--- src/rtl/cfg_pkg.sv ---
// Shared definitions for the IO configuration loader.
// Holds the loader state type, the default geometry of the configuration
// vector and the helper that derives the number of data words per load.
// The optional checksum word is enabled by defining CFG_CHECK_EN.
package cfg_pkg;

   typedef enum logic [1:0] {
      IDLE   = 2'd0,
      LOAD   = 2'd1,
      COMMIT = 2'd2,
      DONE   = 2'd3
   } cfgState_t;

   localparam int CFG_NBITS = 15;
   localparam int CFG_WORD  = 8;

   // Number of WORD-bit words needed to cover an NBITS-wide vector (ceiling).
   function automatic int calcNWords(input int nbits, input int word);
      return (nbits + word - 1) / word;
   endfunction

   localparam int CFG_NWORDS = calcNWords(CFG_NBITS, CFG_WORD);
   localparam int CFG_CNT_W  = $clog2(CFG_NWORDS + 1);

endpackage

--- src/rtl/cfg_shadow_reg.sv ---
// Shadow register for the IO configuration loader.
// Assembles incoming words into an NBITS-wide shadow at the slot selected by
// the word index; bits that would land at or above NBITS are dropped, so the
// top of the last word is padding. With CFG_CHECK_EN a running XOR of every
// accepted word (check word included) is kept, which is zero on a good load.
module cfg_shadow_reg
   import cfg_pkg::*;
#(
   parameter int NBITS  = CFG_NBITS,
   parameter int WORD   = CFG_WORD,
   parameter int CNT_W  = CFG_CNT_W
) (
   input  logic             clk,
   input  logic             rst,
   input  logic             i_clear,
   input  logic             i_write,
   input  logic [CNT_W-1:0] i_index,
   input  logic [WORD-1:0]  i_data,
`ifdef CFG_CHECK_EN
   output logic [WORD-1:0]  o_xorAcc,
`endif
   output logic [NBITS-1:0] o_shadow
);

   logic [NBITS-1:0] r_shadow;

   // Bit-wise placement: shadow bit b belongs to word b/WORD, lane b%WORD,
   // which keeps the write free of out-of-range slices for the padding bits.
   always_ff @(posedge clk) begin
      if (rst || i_clear) begin
         r_shadow <= '0;
      end else if (i_write) begin
         for (int b = 0; b < NBITS; b++) begin
            if (i_index == CNT_W'(b / WORD)) begin
               r_shadow[b] <= i_data[b % WORD];
            end
         end
      end
   end

   assign o_shadow = r_shadow;

`ifdef CFG_CHECK_EN
   logic [WORD-1:0] r_xorAcc;

   // Running XOR over data words and the trailing check word of one load.
   always_ff @(posedge clk) begin
      if (rst || i_clear) begin
         r_xorAcc <= '0;
      end else if (i_write) begin
         r_xorAcc <= r_xorAcc ^ i_data;
      end
   end

   assign o_xorAcc = r_xorAcc;
`endif

endmodule

--- src/rtl/io_config_loader.sv ---
// Serial-word configuration loader for the data IO block.
// Words arrive over a valid/ready handshake, are collected in a shadow
// register, and the whole vector is committed to c_out in a single edge so
// the IO muxes never see a half-written configuration.
// Optional checksum word and cfg_err port: define CFG_CHECK_EN.
module io_config_loader
   import cfg_pkg::*;
#(
   parameter int NBITS = CFG_NBITS,
   parameter int WORD  = CFG_WORD
) (
   input  logic             clk,
   input  logic             rst,
   input  logic             cfg_start,
   input  logic             cfg_valid,
   input  logic [WORD-1:0]  cfg_data,
   output logic             cfg_ready,
   output logic [NBITS-1:0] c_out,
   output logic             cfg_busy,
   output logic             cfg_done
`ifdef CFG_CHECK_EN
   ,
   output logic             cfg_err
`endif
);

   localparam int NWORDS = calcNWords(NBITS, WORD);
   localparam int CNT_W  = $clog2(NWORDS + 1);
`ifdef CFG_CHECK_EN
   localparam int LAST   = NWORDS;
`else
   localparam int LAST   = NWORDS - 1;
`endif
   localparam logic [CNT_W-1:0] LAST_IDX = CNT_W'(LAST);

   cfgState_t        r_state;
   logic [CNT_W-1:0] r_count;
   logic [NBITS-1:0] r_cOut;
   logic             r_ready;
   logic             r_busy;
   logic             r_done;
   logic             w_hs;
   logic [NBITS-1:0] w_shadow;
`ifdef CFG_CHECK_EN
   logic             r_err;
   logic [WORD-1:0]  w_xorAcc;
`endif

   // r_ready is only ever high in LOAD, so it doubles as the state qualifier.
   // A start pulse beats a simultaneous word, which is therefore dropped.
   assign w_hs = r_ready && cfg_valid && !cfg_start;

   cfg_shadow_reg #(
      .NBITS (NBITS),
      .WORD  (WORD),
      .CNT_W (CNT_W)
   ) u_shadow (
      .clk      (clk),
      .rst      (rst),
      .i_clear  (cfg_start),
      .i_write  (w_hs),
      .i_index  (r_count),
      .i_data   (cfg_data),
`ifdef CFG_CHECK_EN
      .o_xorAcc (w_xorAcc),
`endif
      .o_shadow (w_shadow)
   );

   // Load sequencing, word counting and the atomic commit, with all status
   // outputs registered alongside the state so they change with it.
   always_ff @(posedge clk) begin
      if (rst) begin
         r_state <= IDLE;
         r_count <= '0;
         r_cOut  <= '0;
         r_ready <= 1'b0;
         r_busy  <= 1'b0;
         r_done  <= 1'b0;
`ifdef CFG_CHECK_EN
         r_err   <= 1'b0;
`endif
      end else begin
         case (r_state)
            IDLE, DONE: begin
               if (cfg_start) begin
                  r_state <= LOAD;
                  r_count <= '0;
                  r_ready <= 1'b1;
                  r_busy  <= 1'b1;
                  r_done  <= 1'b0;
`ifdef CFG_CHECK_EN
                  r_err   <= 1'b0;
`endif
               end
            end
            LOAD: begin
               if (cfg_start) begin
                  r_count <= '0;
                  r_done  <= 1'b0;
`ifdef CFG_CHECK_EN
                  r_err   <= 1'b0;
`endif
               end else if (w_hs) begin
                  r_count <= r_count + CNT_W'(1);
                  if (r_count == LAST_IDX) begin
                     r_state <= COMMIT;
                     r_ready <= 1'b0;
                  end
               end
            end
            COMMIT: begin
`ifdef CFG_CHECK_EN
               if (w_xorAcc == '0) begin
                  r_cOut <= w_shadow;
                  r_done <= 1'b1;
               end else begin
                  r_done <= 1'b0;
                  r_err  <= 1'b1;
               end
`else
               r_cOut <= w_shadow;
               r_done <= 1'b1;
`endif
               // A start arriving now lets the commit land, then reloads.
               if (cfg_start) begin
                  r_state <= LOAD;
                  r_count <= '0;
                  r_ready <= 1'b1;
                  r_done  <= 1'b0;
`ifdef CFG_CHECK_EN
                  r_err   <= 1'b0;
`endif
               end else begin
                  r_state <= DONE;
                  r_busy  <= 1'b0;
               end
            end
            default: begin
               r_state <= IDLE;
               r_ready <= 1'b0;
               r_busy  <= 1'b0;
            end
         endcase
      end
   end

   assign cfg_ready = r_ready;
   assign cfg_busy  = r_busy;
   assign cfg_done  = r_done;
   assign c_out     = r_cOut;
`ifdef CFG_CHECK_EN
   assign cfg_err   = r_err;
`endif

endmodule

--- config.mk ---
export PLATFORM = sky130hd
export DESIGN_NAME = io_config_loader
export DESIGN_NICKNAME = d
export VERILOG_FILES = /design/src/rtl/cfg_pkg.sv /design/src/rtl/cfg_shadow_reg.sv /design/src/rtl/io_config_loader.sv
export SDC_FILE = /design/constraint.sdc
export NUM_CORES = 1
export LEC_CHECK = 0
export CORE_ASPECT_RATIO = 0.6
export CORE_UTILIZATION = 53
export DETAILED_ROUTE_END_ITERATION = 7
export PLACE_DENSITY_LB_ADDON = 0.08
export REMOVE_ABC_BUFFERS = 1
export SLEW_MARGIN = 20
export SYNTH_ARGS = -nofsm -noshare
export SYNTH_HDL_FRONTEND = slang
export SYNTH_SLANG_ARGS = --single-unit
--- constraint.sdc ---
create_clock -name clk -period 2.6 [get_ports clk]
set_input_delay 0.52 -clock clk [delete_from_list [all_inputs] [get_ports clk]]
set_output_delay 0.52 -clock clk [all_outputs]
set_load 0.01 [all_outputs]
==> out/metrics.cfg <==
[sta]
finClkSkew_ns=0.00849
rsz_0062_raised_after_global_routing=no
setup_tns_ns=0
final_hold_viol_count=0
fmax_ghz=0.578
report.final.slew_viol_count=0
min_period_ns=1.73
final_min_period_over_clock_period=0.665
slew-limit-headroom=0.608
worst-slew-pin-transition_ns=0.588
setup_violations=0

[power_and_ir_drop]
share_seq_of_total_power=0.449
power.net_switching_uw=286
share_of_power_burned_in_the_clock_network=0.447
vdd.ir_drop.worst_mv=0.594
internal_power_mw=1.03
combPwrFrac=0.104
total_leakage_power_nw=0.671
cellPowerDensity_nw_per_um2=686
power.total_mw=1.31
switching_share=0.218

[finish]
layout_cells_sized_above_1=0.0825
postLayoutCoreUtil=0.747
nets=211
syn_to_final_growth_pct=30.4
layout_common_cells=37 x sky130_fd_sc_hd__dfxtp_1, 31 x sky130_fd_sc_hd__nand2_1, 29 x sky130_fd_sc_hd__clkdlybuf4s50_1, 20 x sky130_fd_sc_hd__nor2_1, 19 x sky130_fd_sc_hd__a21oi_1
final_common_cell=sky130_fd_sc_hd__dfxtp_1
antennaDiodeCount=0

[drt]
detail_route.wl_per_cell_um=13.5
vias_per_cell=5.26
route.final.wire_length_um=3060
via_count=1188
dr.first_iter.drc_count=72
drtAntennaViolNets=0
firstDrtPassIters=6
number_of_remaining_drc_errors=0

[critical_path]
start_kind=register
crit_type=register to output port
critPathSlowestCell=sky130_fd_sc_hd__clkdlybuf4s50_1
worstSetupStartpoint=cfg_ready
timing.critical_path.fanout_max=4
critical_path.cell_chain=clkdlybuf4s50_1
rr_startpoint=r_state[1]
ff2ff_setup_slack_ns=1.11
worst_ep_required_time_ns=2.08
cpPeakStageDelay_ns=0.55
end_kind=output port
timing.critical_path.max_delay_family=buffers and inverters
critical_path.n_buffers_inverters=1
rr_worst_depth=6
rr_endpoint=r_count[1]
timing.critical_path.arrival_ns=1.21

[cts]
h-tree-depth=2
tritoncts=yes
cts_repair_resize_count=0
tritoncts.num_buffers=5
register_clock_pin_slew_on_the_reported_worst_setup_and_hold_paths_ns=0.08
cts.root.buffer_cell=sky130_fd_sc_hd__clkbuf_8
cts.repair_timing.setup_buffer_count=0
clkLatencyLatePin_ns=0.29
cts_max_path_buffers=2
clock_sinks=37
post_cts_hold_buffer_count=0

[synth]
post_synth_instance_area_um2=1470
ys_async_sr_fraction=0
postSynthAreaPerCell_um2=9.04
synthesis.yosys.warnings=0
ys_ff_latch=37
synth-seq-area-share=0.506
post_synth_inst_count=162
synth_cell_types=26
synth_ff_type=sky130_fd_sc_hd__dfxtp_1
synth_edf_count=0

[global_routing]
global_route_wire_length_before_repair_um=4890
grt_overflow_total=0
grt_pass1_vias=1051
gr-usage-all-layers=0.219
antenna_found_initial=0
pin_count_of_the_biggest_net_entering_global_routing=20

[job]
maxCapViolations=0

[die]
die_h_um=42.7
initial_core_util=0.573
die_area_um2=2990
core_area_um2=2560
num_io_pins=30
row_count=14
fp.dieW_um=69.9

[place]
port-buffer-count=29
post-dp-hpwl_um=2100
place.gp.congestion=0.780

[worst_hold_path]
hold_path_end=u_shadow.o_shadow[9]
min_from=u_shadow.o_shadow[9]
holdCritPathClass=register to register
number_of_cells_on_the_worst_hold_path=2

[status]
status=finished, final reports clean

-- kinds of logic (layout without fill, tap and decap cells) --
| kind of cell | count (synthesis) | after routing | share of synthesized area |
|---|---|---|---|
| simple gates | 61 | 61 | 0.184 |
| fa+ha+maj | 6 | 6 | 0.0512 |
| xor+xnor | 1 | 1 | 0.00598 |
| flops | 37 | 37 | 0.506 |
| mux | 17 | 17 | 0.116 |
| compound gates | 26 | 26 | 0.0939 |
| buf+inv | 14 | 46 | 0.0436 |
-- sequential cells by signal, summed over array words and instances (netlist names) --
signal,flops
cfg_busy,1
r_count,2
cfg_ready,1
u_shadow.o_shadow,15
c_out,15
cfg_done,1
r_state,2
-- worst register-to-register path: stages (launching register included) --
cell                      delay [ns]
sky130_fd_sc_hd__dfxtp_1        0.36
sky130_fd_sc_hd__inv_1          0.09
sky130_fd_sc_hd__ha_1           0.27
sky130_fd_sc_hd__inv_1          0.09
sky130_fd_sc_hd__o21ai_1        0.25
sky130_fd_sc_hd__mux2i_1        0.24
sky130_fd_sc_hd__nor2_1         0.05
-- routing by layer --
layer / routed length [um] / global-route usage / share of wire
met5: 0 / 0 / 0
met4: 23 / 0.0680 / 0.0075
met3: 142 / 0.0736 / 0.046
met2: 1290 / 0.329 / 0.42
met1: 1590 / 0.300 / 0.52
-- metrics by stage --
stage	hold WS (ns)	area (um^2)	cells	setup WS, ns
6_report	0.459	1910	226	0.871
5_1_grt	0.467	1910	226	0.826
4_1_cts	0.464	1910	226	0.868
3_5_place_dp	0.453	1780	218	0.660
3_3_place_gp	0.448	1780	218	0.684
2_1_floorplan	0.436	1420	154	0.977
-- cells in the mapped netlist (2+ instances only) --
master | n | share of area
sky130_fd_sc_hd__a21oi_1 | 19 | 0.065
sky130_fd_sc_hd__nor2_1 | 20 | 0.051
sky130_fd_sc_hd__o21ai_0 | 2 | 0.0068
sky130_fd_sc_hd__nand2_1 | 31 | 0.079
sky130_fd_sc_hd__o21ai_1 | 2 | 0.0068
sky130_fd_sc_hd__inv_1 | 5 | 0.013
sky130_fd_sc_hd__buf_2 | 6 | 0.020
sky130_fd_sc_hd__mux2i_1 | 17 | 0.12
sky130_fd_sc_hd__nand3_1 | 2 | 0.0068
sky130_fd_sc_hd__dfxtp_1 | 37 | 0.51
sky130_fd_sc_hd__ha_1 | 6 | 0.051
-- worst max path at each step --
stage,endpoint,slack (ns),cells past startpoint
after floorplan,r_state[1],0.98,5
after global placement,cfg_ready,0.68,5
after detailed placement,cfg_ready,0.66,5
after CTS,cfg_ready,0.87,1
after global routing,cfg_ready,0.83,5
final,cfg_ready,0.87,1
-- power groups by stage --
stage	logic, mW	clock network (mW)	registers [mW]
2_1_floorplan	0.0793	0	0.601
3_3_place_gp	0.131	0	0.600
3_5_place_dp	0.134	0	0.601
4_1_cts	0.136	0.591	0.588
5_1_grt	0.148	0.613	0.589
6_report	0.137	0.586	0.588
-- layout make-up --
type	count	area (um^2)
clock buffer	5	68.8
clock inverter	3	65.1
fill	184	647
inverter	6	22.5
multi-input combinational	111	661
sequential	37	741
tap	32	40.0
timing repair buffer	32	313
Power figures use the tool's default switching activity.
